<file path="src/rtl/seg7_pkg.sv">
// seg7_pkg: shared constants for seven-segment display blocks.
//   HEX_SEG     : hex nibble -> active-low segments {g,f,e,d,c,b,a}
//   AN_OFF      : all anodes off (active-low)
//   SEG_OFF     : all cathodes off (active-low)
//   N_DIG       : digits per display
//   presc_width : prescaler width for a given cycles-per-slot divider
package seg7_pkg;

    localparam int         N_DIG   = 8;
    localparam logic [7:0] AN_OFF  = 8'hFF;
    localparam logic [6:0] SEG_OFF = 7'h7F;

    localparam logic [6:0] HEX_SEG [16] = '{
        7'h40, 7'h79, 7'h24, 7'h30,
        7'h19, 7'h12, 7'h02, 7'h78,
        7'h00, 7'h10, 7'h08, 7'h03,
        7'h46, 7'h21, 7'h06, 7'h0E
    };

    // Width needed to count 0..div-1; div is at least 2, so this is at least 1.
    function automatic int presc_width(input int div);
        return $clog2(div);
    endfunction

endpackage

</file>
<file path="src/rtl/seg7_hex_decode.sv">
// seg7_hex_decode: combinational hex-to-seven-segment decoder.
//   nibble : 4-bit hex value in
//   seg_n  : 7-bit active-low cathodes out, seg_n[0]=a .. seg_n[6]=g
module seg7_hex_decode
    import seg7_pkg::*;
(
    input  logic [3:0] nibble,
    output logic [6:0] seg_n
);

    always_comb begin
        seg_n = HEX_SEG[nibble];
    end

endmodule

</file>
<file path="src/rtl/seg7_scan_mux.sv">
// seg7_scan_mux: time-multiplexed driver for an 8-digit common-anode display.
//   clk, rst   : clock, synchronous active-high reset
//   digits     : eight hex nibbles, digit k = digits[4k+3:4k], digit 0 rightmost
//   digit_en   : per-digit enable (0 = dark)
//   dp         : per-digit decimal point, active-high
//   load       : one-cycle request to capture digits/digit_en/dp into the shadow set
//   an         : anodes, active-low, an[k] drives digit k
//   seg        : cathodes, active-low, seg[0]=a .. seg[6]=g
//   dp_n       : decimal-point cathode, active-low
//   frame_done : one-cycle pulse after each 8-digit frame
//
// load handshake: load is a fire-and-forget pulse with no ready. A pulse marks
// an update as pending; the live inputs are sampled only at the frame boundary
// edge (or in the boundary cycle itself if load arrives then), so a frame is
// always drawn from one consistent shadow set. Several pulses in one frame
// collapse into a single update.
module seg7_scan_mux
    import seg7_pkg::*;
#(
    parameter int SCAN_DIV     = 100000,  // cycles per digit slot, >= 2
    parameter int BLANK_CYCLES = 1000     // leading dark cycles per slot, < SCAN_DIV
) (
    input  logic        clk,
    input  logic        rst,
    input  logic [31:0] digits,
    input  logic [7:0]  digit_en,
    input  logic [7:0]  dp,
    input  logic        load,
    output logic [7:0]  an,
    output logic [6:0]  seg,
    output logic        dp_n,
    output logic        frame_done
);

    localparam int             PW      = presc_width(SCAN_DIV);
    localparam logic [PW-1:0]  LAST_W  = PW'(SCAN_DIV - 1);
    localparam logic [PW-1:0]  BLANK_W = PW'(BLANK_CYCLES);

    logic [PW-1:0] presc_q, presc_d;
    logic [2:0]    idx_q, idx_d;
    logic          load_pending_q, load_pending_d;
    logic [31:0]   sh_digits_q, sh_digits_d;
    logic [7:0]    sh_en_q, sh_en_d;
    logic [7:0]    sh_dp_q, sh_dp_d;
    logic [7:0]    an_q, an_d;
    logic [6:0]    seg_q, seg_d;
    logic          dp_n_q, dp_n_d;
    logic          frame_done_q, frame_done_d;

    logic          presc_last;
    logic          boundary;
    logic          blank_phase;
    logic          lit;
    logic [3:0]    cur_nibble;
    logic [6:0]    cur_seg;

    assign cur_nibble = sh_digits_q[{idx_q, 2'b00} +: 4];

    seg7_hex_decode u_dec (
        .nibble (cur_nibble),
        .seg_n  (cur_seg)
    );

    always_comb begin
        presc_d        = presc_q;
        idx_d          = idx_q;
        load_pending_d = load_pending_q;
        sh_digits_d    = sh_digits_q;
        sh_en_d        = sh_en_q;
        sh_dp_d        = sh_dp_q;
        frame_done_d   = 1'b0;

        presc_last = (presc_q == LAST_W);
        boundary   = presc_last && (idx_q == 3'd7);

        presc_d = presc_last ? '0 : presc_q + 1'b1;
        idx_d   = presc_last ? idx_q + 3'd1 : idx_q;

        if (boundary) begin
            frame_done_d = 1'b1;
            if (load_pending_q || load) begin
                sh_digits_d    = digits;
                sh_en_d        = digit_en;
                sh_dp_d        = dp;
                load_pending_d = 1'b0;
            end
        end else if (load) begin
            load_pending_d = 1'b1;
        end

        // Outputs come from the current slot state, so an and seg always
        // switch on the same edge; the blank window hides the transition.
        blank_phase = (BLANK_CYCLES != 0) && (presc_q < BLANK_W);
        lit         = !blank_phase && sh_en_q[idx_q];

        an_d   = lit ? ~(8'b0000_0001 << idx_q) : AN_OFF;
        seg_d  = lit ? cur_seg : SEG_OFF;
        dp_n_d = lit ? ~sh_dp_q[idx_q] : 1'b1;
    end

    always_ff @(posedge clk) begin
        if (rst) begin
            presc_q        <= '0;
            idx_q          <= 3'd0;
            load_pending_q <= 1'b0;
            sh_digits_q    <= 32'h0;
            sh_en_q        <= 8'h0;
            sh_dp_q        <= 8'h0;
            an_q           <= AN_OFF;
            seg_q          <= SEG_OFF;
            dp_n_q         <= 1'b1;
            frame_done_q   <= 1'b0;
        end else begin
            presc_q        <= presc_d;
            idx_q          <= idx_d;
            load_pending_q <= load_pending_d;
            sh_digits_q    <= sh_digits_d;
            sh_en_q        <= sh_en_d;
            sh_dp_q        <= sh_dp_d;
            an_q           <= an_d;
            seg_q          <= seg_d;
            dp_n_q         <= dp_n_d;
            frame_done_q   <= frame_done_d;
        end
    end

    assign an         = an_q;
    assign seg        = seg_q;
    assign dp_n       = dp_n_q;
    assign frame_done = frame_done_q;

endmodule

</file>
<file path="config.mk">
export PLATFORM = sky130hd
export DESIGN_NAME = seg7_scan_mux
export DESIGN_NICKNAME = d
export VERILOG_FILES = /design/src/rtl/seg7_pkg.sv /design/src/rtl/seg7_hex_decode.sv /design/src/rtl/seg7_scan_mux.sv
export SDC_FILE = /design/constraint.sdc
export NUM_CORES = 1
export LEC_CHECK = 0
export ABC_AREA = 0
export BUFFER_PORTS_ARGS = -buffer_cell sky130_fd_sc_hd__clkbuf_2
export CAP_MARGIN = 5
export CORE_AREA = 5 5 92 94
export CTS_BUF_LIST = sky130_fd_sc_hd__clkbuf_2 sky130_fd_sc_hd__clkbuf_4 sky130_fd_sc_hd__clkbuf_8
export DETAILED_ROUTE_END_ITERATION = 12
export DIE_AREA = 0 0 97 99
export GPL_ROUTABILITY_DRIVEN = 0
export PLACE_DENSITY = 0.81
export SKIP_CTS_REPAIR_TIMING = 1
export SLEW_MARGIN = 0
export SYNTH_ARGS = -nofsm -noshare
export SYNTH_HDL_FRONTEND = slang
export SYNTH_SLANG_ARGS = --single-unit
</file>
<file path="constraint.sdc">
create_clock -name clk -period 5.37 [get_ports clk]
set_input_delay 1.074 -clock clk [delete_from_list [all_inputs] [get_ports clk]]
set_output_delay 1.074 -clock clk [all_outputs]
set_load 0.005 [all_outputs]
</file>
; ---- Yosys cells after proc, flatten, opt, wreduce, memory -nomap -nowiden
; Memories as Yosys holds them, arrays and structs flattened. A register that Yosys moved wholly into a read port is not among the register bits.
; Cells that the tools add are included.
[word_totals]
output_inout_bits = 17
romBits = 112
n_memories = 1
input_bits = 51
wordCells = 40
regBits = 79
[classes]
n_eq_ne = 3
n_mux = 8
reduce_logical = 9
n_shift = 2
magnitude_cmp = 2
n_bitwise = 4
addsub = 2
[memory_table]
columns = memory, words, word_bits, read_ports, rd_ports_with_merged_regs, wr, line_no
row1 = (name not given), 16, 7, 1, 1, 0, seg7_hex_decode.sv:12  ; seg_n = HEX_SEG[nibble];
[op_table]
columns = cell, count
row1 = $shiftx 32x6->4, 1
row2 = $add 17x1->17 const B, 1
row3 = $eq 17x17->1 const B, 1
row4 = $lt 17x10->1 const B, 1
row5 = $not 8->8, 1
row6 = $shl 1x3->8 const A, 1
row7 = $bmux 1 s3, 2
row8 = $mux 1, 6
row9 = $not 4->5, 1
row10 = $lt 3x4->1 const B, 1
row11 = $reduce_and 2->1, 2
row12 = $reduce_or 2->1, 2
row13 = $add 3x1->3 const B, 1
row14 = $eq 3x3->1 const B, 1
row15 = $logic_and 1x1->1, 2
row16 = $ne 2x1->1 const B, 1
row17 = $not 1->1, 2
row18 = $reduce_bool 2->1, 1
row19 = $logic_not 1->1, 1
row20 = $logic_or 1x1->1, 1

; ---- Logic depth before layout (Yosys ltp)
[logic_depth]
ltp_word = 5
ltp_mapped = 11
mapped_depth_nobuf = 9

; ---- Cells and area by module
; From an unflattened synthesis, not the netlist that was laid out.
[unflattened]
cells_unflattened = 440
hier_area_um2 = 3912.5
[modules_own_cells]
columns = mod, area_each_um2, n_inst, seq_area_each_um2, cells_per_inst
row1 = seg7_scan_mux, 3664.8, 1, 1721.7, 405
row2 = seg7_hex_decode, 247.7, 1, 0.0, 35

; ---- Worst setup path after synthesis
; Ideal clock, no wire load.
[synth_path]
path_type = register to register
start = reg idx_q[0]
end = reg seg_q[3], in the netlist seg[3]
required_time_ns = 5.245
t_arrival_ns = 2.111
setup_time_ns = 0.125
period_less_slack_ns = 2.236
path_buffers = 2
stages_incl_launch_ff = 9
slack_ns = 3.134
cell_sequence = dfxtp_1 > buf_4 > buf_4 > mux4_2 > mux2_2 > ha_1 > mux2_2 > nor2_1 > o21ai_0
[synth_via]
elab_chain_cells = 5
word_cells_on_any_way = 7
classes_between = 1 x shift / 2 x mux / 2 x bitwise / 2 x reduce/logical
[synth_lines]
columns = item, line_no
row1 = from (decl), seg7_scan_mux.sv:40  ; logic [2:0] idx_q, idx_d;
row2 = from (signal assigned), seg7_scan_mux.sv:115  ; idx_q <= idx_d;
row3 = $bmux 1 s3, seg7_scan_mux.sv:94  ; lit = !blank_phase && sh_en_q[idx_q];
row4 = $mux 1 (not written as such), seg7_scan_mux.sv:94
row5 = $logic_and 1x1->1, seg7_scan_mux.sv:94
row6 = $not 1->1 (no line), --
row7 = $reduce_or 2->1 (no line), --
row8 = to (decl), seg7_scan_mux.sv:46  ; logic [6:0] seg_q, seg_d;
; Parallel ways exist; a longest one is shown, timed or not. The select of a mux whose other input is x is not followed.
; A chain may end at the register's enable or synchronous reset.

; ---- Final worst setup path
[layout_path]
start = reg idx_q[0]
end = reg seg_q[0], in the netlist seg[0]
; Same word-level chain as after synthesis.

==> impl_results.md <==
* Footprint of the multi-input gates at 1820 um2
* XOR/XNOR share of the synthesized area at 0.0380
* Crit path kind: reg2reg
* Initial Utilization at 0.487
* CTS buffer count at 9
* Netlist Area Pre-Place at 3690 um2
* Layout cell share with drive strength beyond 1 at 0.243
* Number of vias per cell at 5.06
* Post-Route Setup TNS at 0 ns
* Area contributors post-synth: dfxtp_1 47%, mux2i_1 14%, nor2_1 7.8%
* Area grow syn2layout at 16.7%
* Antenna violations before repair at 0
* WHS at 0.471 ns
* Power Density at 283 nW/um2
* Die area at 9600 um2
* Period utilization at 0.561
* DR pass1 iterations at 4
* Clock Root Buffer: clkbuf_8
* Maximum clock frequency at 332 MHz
* Number of global-route vias before repair at 2692
* Synth Area in Compound Gates at 0.0350
* Worst vdd ir at 0.166 mV
* Netlist cell types at 39
* Leakage Power at 2.04 nW
* Die width at 97 um
* Mapped Cells at 359
* Die Ht at 99 um
* Placed cells at 510
* Startpoint types: flip-flop
* Worst skew pair latency at 0.35 ns
* Core box area at 7570 um2
* H-tree depth at 3
* CTS clock-pin slew for the worst setup and hold paths at 0.08 ns
* Element type at the critical path end: flip-flop
* Gr usage total at 0.159
* Layout fillers at 628
* Synth Area in Simple Gates at 0.160
* Via Count at 2659
* Largest net degree at the start of global routing at 58
* RSZ-0062 raised after global routing: false
* Dpl hpwl at 5.17 mm
* WL final at 7.33 mm
* Grt ovf at 0
* Yosys Warn Count at 0
* # DRC at 0
* Slew Limit Headroom at 0.249
* Min Tclk post-route at 3.01 ns
* Synth area leader: dfxtp_1
* Largest family of logic cells by synthesized area: multiplexers
* Sequential Area at 1720 um2
* Worst-path fanout max at 16
* Worst EP arrival at 3.19 ns
* Yosys reg bits at 86
* Final Hold Viols at 0
* Post-route ant nets at 0
* IO buf count at 67
* CTS tree: yes
* NumNets Final at 482
* Status: complete, no violations
* Post-synth net total at 422
* Routed wire per std cell at 13.9 um
* Clock skew at 0.0107 ns
* Final cell count without fillers at 526
* Max cap viols at 0
* Hold Crit Class: reg2reg
* Post-synthesis mux area share at 0.218
* Seq/Total Area, Yosys at 0.467
* Max Slew Vio Count at 0
* # setup viols final at 0
* N_diodes at 0
* Worst-margin pin slew at 1.12 ns
* First-pass GRT wire length at 12.5 mm
* Mean Syn Cell Area at 10.3 um2
* Drt initial violations at 149
* CTS max path bufs at 2
* Top cell type's share of synthesized area at 0.467
* Synth Area in Adders at 0.0407
* # clock sinks at 86
* Top-Level Pins at 68
* Worst Path Required at 5.55 ns
* Num rows at 32
-- state kept, by name (all words and copies together) (netlist names) --
name / flops
sh_en_q: 8
frame_done: 1
sh_digits_q: 32
an: 8
dp_n: 1
presc_q: 17
sh_dp_q: 8
seg: 7
idx_q: 3
load_pending_q: 1
-- worst max-delay path, stage by stage (launching register included) --
cell and delay, ns:
dfxtp_1 0.94, mux4_2 0.61, mux2i_1 0.79, nand2_1 0.22, a21oi_1 0.20, o21ai_0 0.08
-- path summary, 6_finish.rpt --
check	cells past startpoint	slack, ns	start	to
worst max-delay path	5	2.36	idx_q[0]$_SDFFE_PP0N_	seg[0]$_SDFF_PP1_
worst max register to register	5	2.36	idx_q[0]$_SDFFE_PP0N_	seg[0]$_SDFF_PP1_
worst min register to register	1	0.47	presc_q[0]$_SDFF_PP0_	presc_q[0]$_SDFF_PP0_
worst min-delay path	1	0.47	presc_q[0]$_SDFF_PP0_	presc_q[0]$_SDFF_PP0_
-- synth_stat cells, drive strengths merged --
library cell / number
a21oi: 5
mux2: 2
and2: 5
nand4: 1
nand3: 9
xor2: 6
nand2b: 2
o211ai: 3
or4b: 1
ha: 12
clkinv: 1
inv: 9
nand2: 22
and4: 2
nor2: 77
nand4b: 1
a211oi: 2
clkbuf: 7
mux4: 12
o211a: 1
dfxtp: 86
mux2i: 51
nor3: 2
a2111oi: 1
buf: 13
xnor2: 10
nor4: 3
and3: 1
o21ai: 3
or3: 1
o221ai: 3
nor3b: 1
or2: 2
o22ai: 1
or4: 1
-- metrics by stage --
step           cell area, um2  power [W]  setup slack (ns)  utilization
2_1_floorplan            3690   0.000668              3.13            -
3_3_place_gp             4060   0.000690              2.47        0.536
3_5_place_dp             4060   0.000690              2.37        0.536
4_1_cts                  4300    0.00123              2.36        0.568
5_1_grt                  4300    0.00126              2.01        0.568
6_report                 4300    0.00122              2.36        0.568
-- cells in the final DEF (no fill, tap or decap), types with 3 or more instances in the layout --
master	netlist	final
inv_1	9	9
nor2_1	77	77
o21ai_0	3	3
dfxtp_1	86	86
and2_1	5	5
clkbuf_8	0	9
clkbuf_2	0	67
mux4_2	12	12
a21oi_1	5	5
o221ai_1	3	3
nand3_1	9	9
bufinv_16	0	3
xor2_1	6	6
mux2i_1	51	51
o211ai_1	3	3
ha_1	12	12
nand2_1	22	22
xnor2_1	10	10
-- layer usage --
metal  wire, um  share of wire  global-route usage  vias to the layer above
met4        157          0.021              0.0691                        0
met5          0              0                   0                        -
met2       3270           0.45               0.251                       80
li1           -              -                   -                     1342
met1       3400           0.46               0.204                     1222
met3        495          0.068              0.0432                       15
-- report_power, final --
group / leakage (nW) / internal, W / switching, W
logic: 1.22 / 0.0000166 / 0.0000172
clock network: 0.121 / 0.000321 / 0.000223
registers: 0.694 / 0.000639 / 0.00000196
total: 2.04 / 0.000977 / 0.000242
-- logic make-up (layout without fill, tap and decap cells) --
kind of cell,after synthesis,in the layout
buf+inv,30,95
compound gates,19,19
mux,65,65
xor+xnor,16,16
flops,86,86
simple gates,131,131
fa+ha+maj,12,12
-- final cells by class --
class	count	share of cell area
clock inverter	5	0.0247
inverter	10	0.00873
sequential	86	0.400
clock buffer	11	0.0323
multi-input combinational	243	0.423
timing repair buffer	69	0.0814
tap	102	0.0297
(Power assumes the default switching activity.)
